[config.mk]
export PLATFORM = sky130hd
export DESIGN_NAME = j_fetch_unit
export DESIGN_NICKNAME = d
export VERILOG_FILES = /design/src/rtl/j_fetch_unit.sv
export SDC_FILE = /design/constraint.sdc
export NUM_CORES = 1
export LEC_CHECK = 0
export ABC_AREA = 0
export CORE_AREA = 2 2 87 89
export CTS_CLUSTER_DIAMETER = 60
export CTS_CLUSTER_SIZE = 40
export DETAILED_ROUTE_END_ITERATION = 6
export DIE_AREA = 0 0 89 91
export GPL_ROUTABILITY_DRIVEN = 0
export SLEW_MARGIN = 0
export SYNTH_ARGS = -nofsm -noshare
export SYNTH_HDL_FRONTEND = slang
export SYNTH_SLANG_ARGS = --single-unit
export TNS_END_PERCENT = 5
[constraint.sdc]
create_clock -name i_clock -period 3.14 [get_ports i_clock]
set_input_delay 0.471 -clock i_clock [delete_from_list [all_inputs] [get_ports i_clock]]
set_output_delay 0.471 -clock i_clock [all_outputs]
set_load 0.01 [all_outputs]
[src/rtl/j_fetch_unit.sv]
// j_fetch_unit
// Fills the J1/J2 halves of the jump-target register from memory. A start
// pulse in IDLE latches the operand address, then two byte reads are issued
// over a req/ack handshake: J1 (high byte) at base, J2 (low byte) at base+1.
// When J2 lands, {j1,j2} is flagged valid and a one-cycle done pulse fires.
//
// Ports
//   i_clock      system clock, rising edge
//   i_reset      synchronous active-high reset
//   i_start      fetch request, honoured only in IDLE
//   i_abort      cancels an in-progress fetch
//   i_oper_addr  address of the J1 byte
//   o_mem_req    read request, held until i_mem_ack
//   o_mem_addr   read address, stable while o_mem_req=1
//   i_mem_ack    read complete, i_mem_rdata valid this cycle
//   i_mem_rdata  read data byte
//   o_j1, o_j2   captured high / low bytes
//   o_j_valid    {o_j1,o_j2} is a complete target from one fetch
//   o_busy       high while fetching
//   o_done       one-cycle pulse when J2 is captured
//
// ADDR_W is expected to be 2*DATA_W.
//
// state    | meaning
// ---------+--------------------------------------------------
// IDLE     | no request outstanding; waits for start
// FETCH_J1 | request outstanding at base, capture into j1
// FETCH_J2 | request outstanding at base+1, capture into j2

module j_fetch_unit #(
    parameter int DATA_W = 8,
    parameter int ADDR_W = 16
) (
    input  logic              i_clock,
    input  logic              i_reset,
    input  logic              i_start,
    input  logic              i_abort,
    input  logic [ADDR_W-1:0] i_oper_addr,
    output logic              o_mem_req,
    output logic [ADDR_W-1:0] o_mem_addr,
    input  logic              i_mem_ack,
    input  logic [DATA_W-1:0] i_mem_rdata,
    output logic [DATA_W-1:0] o_j1,
    output logic [DATA_W-1:0] o_j2,
    output logic              o_j_valid,
    output logic              o_busy,
    output logic              o_done
);

    typedef enum logic [1:0] {
        IDLE     = 2'd0,
        FETCH_J1 = 2'd1,
        FETCH_J2 = 2'd2
    } state_t;

    state_t            r_state;
    logic [ADDR_W-1:0] r_base;
    logic              r_mem_req;
    logic [ADDR_W-1:0] r_mem_addr;
    logic [DATA_W-1:0] r_j1;
    logic [DATA_W-1:0] r_j2;
    logic              r_j_valid;
    logic              r_busy;
    logic              r_done;

    // Wraps modulo 2^ADDR_W, so base 'hFFFF reads J2 from 'h0000.
    logic [ADDR_W-1:0] w_base_p1;
    assign w_base_p1 = r_base + ADDR_W'(1);

    always_ff @(posedge i_clock) begin
        if (i_reset) begin
            r_state    <= IDLE;
            r_base     <= '0;
            r_mem_req  <= 1'b0;
            r_mem_addr <= '0;
            r_j1       <= '0;
            r_j2       <= '0;
            r_j_valid  <= 1'b0;
            r_busy     <= 1'b0;
            r_done     <= 1'b0;
        end else begin
            r_done <= 1'b0;
            case (r_state)
                IDLE: begin
                    // Stray acks are ignored here; start together with abort is dropped.
                    if (i_start && !i_abort) begin
                        r_base     <= i_oper_addr;
                        r_mem_addr <= i_oper_addr;
                        r_mem_req  <= 1'b1;
                        r_busy     <= 1'b1;
                        r_j_valid  <= 1'b0;
                        r_state    <= FETCH_J1;
                    end
                end
                FETCH_J1: begin
                    if (i_abort) begin
                        r_mem_req <= 1'b0;
                        r_busy    <= 1'b0;
                        r_j_valid <= 1'b0;
                        r_state   <= IDLE;
                    end else if (i_mem_ack) begin
                        // Request stays asserted; the J2 read starts next cycle.
                        r_j1       <= i_mem_rdata;
                        r_mem_addr <= w_base_p1;
                        r_state    <= FETCH_J2;
                    end
                end
                FETCH_J2: begin
                    // Abort wins over a coincident ack, so j2 is not overwritten.
                    if (i_abort) begin
                        r_mem_req <= 1'b0;
                        r_busy    <= 1'b0;
                        r_j_valid <= 1'b0;
                        r_state   <= IDLE;
                    end else if (i_mem_ack) begin
                        r_j2      <= i_mem_rdata;
                        r_j_valid <= 1'b1;
                        r_done    <= 1'b1;
                        r_mem_req <= 1'b0;
                        r_busy    <= 1'b0;
                        r_state   <= IDLE;
                    end
                end
                default: begin
                    r_mem_req <= 1'b0;
                    r_busy    <= 1'b0;
                    r_state   <= IDLE;
                end
            endcase
        end
    end

    assign o_mem_req  = r_mem_req;
    assign o_mem_addr = r_mem_addr;
    assign o_j1       = r_j1;
    assign o_j2       = r_j2;
    assign o_j_valid  = r_j_valid;
    assign o_busy     = r_busy;
    assign o_done     = r_done;

endmodule

# After elaboration in Yosys (flattened, before gate mapping)
# Index checks and enable logic that the tools add are counted.
[totals]
ff_bits = 53
in_bits = 29
output_inout_bits = 36
word_cells = 52
[op_classes]
n_addsub = 1
n_eq_ne = 8
n_reduce_logical = 13
n_bitwise = 2
mux = 20
[ops]
columns = ["op", "n"]
rows = [
  ["$mux W16", 3],
  ["$pmux W16 S2", 1],
  ["$add A16 B1 Y16 const B", 1],
  ["$reduce_and A3 Y1", 4],
  ["$mux W2", 5],
  ["$mux W1", 8],
  ["$ne A2 B2 Y1 const B", 4],
  ["$reduce_and A4 Y1", 2],
  ["$ne A3 B3 Y1 const B", 2],
  ["$pmux W1 S3", 2],
  ["$pmux W2 S3", 1],
  ["$reduce_bool A3 Y1", 1],
  ["$reduce_or A3 Y1", 1],
  ["$eq A2 B1 Y1 const B", 1],
  ["$eq A2 B2 Y1 const B", 1],
  ["$logic_not A2 Y1", 1],
  ["$not A1 Y1", 2],
  ["$reduce_and A2 Y1", 1],
  ["$reduce_bool A2 Y1", 1],
  ["$logic_and A1 B1 Y1", 1],
  ["$logic_not A1 Y1", 1],
]

# Depth between registers and ports, before layout
[logic_depth]
ltp_word = 4
depth_mapped = 6
depth_no_buf = 5

# Worst setup path after synthesis
# No wires, ideal clock.
[synth_path]
path_kind = "register to register"
from = "register r_base[0]"
to = "register r_mem_addr[6] (netlist: o_mem_addr[6])"
stages_incl_launch_ff = 6
period_less_slack_ns = 1.594
t_required_ns = 3.082
arrival_ns = 1.536
setup_slack_ns = 1.546
path_cell_list = "dfxtp_1 ha_1 nand4_1 or3_1 a311o_1 nand2_1"
[synth_between]
elab_chain_len = 4
[synth_rtl]
columns = ["item", "line", "rtl"]
rows = [
  ["from (decl)", "57", "logic [ADDR_W-1:0] r_base;"],
  ["from (signal assigned)", "87", "r_base <= i_oper_addr;"],
  ["$add A16 B1 Y16", "68", "assign w_base_p1 = r_base + ADDR_W'(1);"],
  ["$mux W16", "101", "end else if (i_mem_ack) begin"],
  ["$mux W16", "96", "if (i_abort) begin"],
  ["$pmux W16 S2", "83", "case (r_state)"],
  ["to (signal assigned)", "88", "r_mem_addr <= i_oper_addr;"],
  ["to (signal assigned)", "104", "r_mem_addr <= w_base_p1;"],
  ["to (decl)", "59", "logic [ADDR_W-1:0] r_mem_addr;"],
]
# Every way passes these cells. The select of a mux whose other input is x is not followed.
# A chain may end at the register's enable or synchronous reset.

# Final worst setup path
[layout_path]
from = "register r_state[0]"
to = "register r_j1[0] (netlist: o_j1[0])"
[layout_between]
elab_chain_len = 2
[layout_rtl]
columns = ["item", "line", "rtl"]
rows = [
  ["from (decl)", "56", "state_t r_state;"],
  ["from (signal assigned)", "72", "r_state <= IDLE;"],
  ["from (signal assigned)", "92", "r_state <= FETCH_J1;"],
  ["from (signal assigned)", "100", "r_state <= IDLE;"],
  ["$eq A2 B1 Y1", "83", ""],
  ["$reduce_and A3 Y1 (no source line)", "--", ""],
  ["to (signal assigned)", "103", "r_j1 <= i_mem_rdata;"],
  ["to (decl)", "60", "logic [DATA_W-1:0] r_j1;"],
]
# Every way passes these cells.

==> results.cfg <==
[place]
dpl_cell_area_um2 = 3130
io_buffer_count = 64
place_hpwl_um = 4220

[synth]
synth_compound_area_frac = 0.161
netlist_instances = 299
synth_fp_nets = 329
synth_top_area_cell = dfxtp_1
avgSynthCellArea_um2 = 8.23
yosysTopAreaCellShare = 0.431
netlist_area_um2 = 2460
synth_xor_area_frac = 0.0249
yosys.area_share.adder = 0.00508
ys_ff_latch = 53
ys.warnings.count = 0
yosys.cell_types.count = 49
synthMuxAreaShare = 0.0447
synthTopCellsByArea = dfxtp_1 (43%), nand2_1 (11%), a21oi_1 (6.7%)
synth_common_cells = nand2_1 (69), dfxtp_1 (53), a21oi_1 (33)
synth_top_family_by_area = simple AND/OR/NAND/NOR gates
synth_edf_count = 0
synth_seq_area_share = 0.431
synth.most_common_cell = nand2_1
synthSimpleGateAreaFrac = 0.282
ys.flop_type = dfxtp_1
async_reset_ff_frac = 0

[global_route]
grt_pass1_wl_um = 10300
grt_max_degree = 47
grt_pass1_vias = 2130
overflow = 0
grt.total_usage = 0.157
grt_antenna_before_repair = 0

[route]
first_pass_iters = 4
num_vias = 2258
drc_errors = 0
drtIter0Drc = 116
antenna_left = 0
via_per_inst = 5.00
finalWirelength_um = 6170
drt-wirelength-per-cell_um = 13.7

[finish]
fin_nets = 382
ff_latch_area_um2 = 1060
area_growth_pct = 30.4
multi_input_area_um2 = 1270
n_antenna_cell = 0
drive_gt1_frac = 0.0538
finish.instance_area_um2 = 3210
fillCellCount = 761

[sta]
setup_viol = 0
fin_setup_tns_ns = 0
rsz0062_at_grt = no
hold_slack_ns = 0.456
finalClockSkew_ns = 0.00775
finalCritPeriodShare = 0.663
hold_viol_final = 0
maxSlewHeadroom = 0.488
worstMarginPinSlew_ns = 0.767
clock.fmax_mhz = 481
layout_min_cycle_time_ns = 2.08
drv_slew = 0

[setup_path]
startpoint_type = flip-flop
r2r_cells = 5
cp_max_fo = 15
crit_start = r_state[0]$_SDFFE_PP0P_
r2r_start = r_state[0]$_SDFFE_PP0P_
crit_type = reg2reg
reg2reg_slack_ns = 1.06
critPathCaptureType = flip-flop
critical_path_required_ns = 3.31
cp.arrival_ns = 2.25

[power]
power_density_nw_per_um2 = 400
p_int_mw = 0.948
clock_power_share = 0.294
p_leak_nw = 1.03
switching_share = 0.262
combinationalPowerShare = 0.144
p_sw_mw = 0.337
power_frac_seq = 0.562
ir_worst_vdd_v = 0.000216

[clock_network]
post_cts_resized = 0
cts_made_buffers = 5
cts_hold_buffers = 0
worstSkewPairLatency_ns = 0.30
cts_root_buf = clkbuf_8
cts_max_path_buffers = 2
cts_sinks = 53
cts_tree = built
cts_setup_buffers = 0
path_clk_slew_ns = 0.09
htreeDepth = 2

[min_path]
min_from = o_mem_addr[4]$_SDFFE_PP0P_
hold_depth = 2
holdCritPathClass = reg2reg

[floorplanning]
die_h_um = 91
die-area_um2 = 8100
num_rows = 31
start_util = 0.345
ios = 65
core_region_area_um2 = 7140
die_w_um = 89

[run_status]
outcome = complete, no violations

[flow_run]
max_cap_violations = 0
[power groups by stage]
stage / Clock [mW] / Combinational (mW) / Sequential, mW
6_report: 0.378 / 0.185 / 0.722
5_1_grt: 0.430 / 0.204 / 0.727
4_1_cts: 0.397 / 0.187 / 0.722
3_5_place_dp: 0 / 0.186 / 0.738
3_3_place_gp: 0 / 0.184 / 0.737
2_1_floorplan: 0 / 0.0964 / 0.738
[registers in the layout, indices dropped and copies added (netlist names)]
| register | flops |
|---|---|
| o_j1 | 8 |
| r_state | 2 |
| r_base | 16 |
| o_busy | 1 |
| o_mem_addr | 16 |
| o_done | 1 |
| o_j2 | 8 |
| o_j_valid | 1 |
[cell usage in the layout (no fill, tap or decap), types with 2 or more instances in the layout]
| cell type | synthesis | routed |
|---|---|---|
| nand2_1 | 69 | 69 |
| clkdlybuf4s50_1 | 0 | 63 |
| dfxtp_1 | 53 | 53 |
| a21oi_1 | 33 | 33 |
| nor2_1 | 23 | 23 |
| mux2i_1 | 11 | 11 |
| nor3_1 | 8 | 8 |
| nor4_1 | 7 | 7 |
| nand3b_1 | 7 | 7 |
| or3_1 | 6 | 6 |
| xnor2_1 | 5 | 5 |
| nand3_1 | 5 | 5 |
| clkbuf_8 | 0 | 5 |
| nand4_1 | 4 | 4 |
| o211ai_1 | 4 | 4 |
| o21ai_0 | 4 | 4 |
| inv_1 | 3 | 3 |
| nand4b_1 | 3 | 3 |
| buf_4 | 2 | 3 |
| nor3_2 | 2 | 2 |
| o31a_1 | 2 | 2 |
| o41ai_1 | 2 | 2 |
| a311o_1 | 2 | 2 |
| xor2_1 | 2 | 2 |
| a211o_1 | 2 | 2 |
| clkinv_2 | 0 | 2 |
[cell type report]
class	count	area share
clock buffers	6	0.0226
repair buffers	67	0.205
multi-input cells	222	0.396
flip-flops and latches	53	0.331
inverters	3	0.00351
clock inverters	2	0.00312
well taps	99	0.0386
[stage by stage]
stage / std cells / utilization / total power, mW / worst slack [ns]
2_1_floorplan: 299 / - / 0.835 / 1.55
3_3_place_gp: 444 / 0.438 / 0.921 / 0.817
3_5_place_dp: 444 / 0.438 / 0.924 / 0.734
4_1_cts: 452 / 0.450 / 1.31 / 1.02
5_1_grt: 452 / 0.450 / 1.36 / 0.830
6_report: 452 / 0.450 / 1.29 / 1.06
[routing by layer]
layer  part of all wire  vias up  wire (µm)  track usage
li1                   -     1148          -            -
met1               0.46     1041       2830        0.202
met2               0.46       67       2860        0.252
met3              0.076        2        467       0.0627
met4             0.0034        0         21       0.0261
met5                  0        -          0            0
[critical path, stage by stage (launching register included)]
cell and delay (ns):
dfxtp_1 0.64, nand2b_1 0.48, nor3b_1 0.34, buf_4 0.24
mux2i_1 0.20, nor2_1 0.05
[logic make-up after synthesis]
group	after synthesis
buffers and inverters	24
muxes	11
and+or+nand+nor	142
DFF	53
AOI/OAI and AO/OA	61
adders and majority gates	1
xor gates and xnor gates	7
[path summary, 6_finish.rpt]
path,end
worst max-delay path,o_j1[0]$_SDFFE_PP0P_
worst min-delay path,o_mem_addr[4]$_SDFFE_PP0P_
worst min register to register,o_mem_addr[4]$_SDFFE_PP0P_
worst max register to register,o_j1[0]$_SDFFE_PP0P_
No activity file was read; power rests on OpenSTA's default activity.
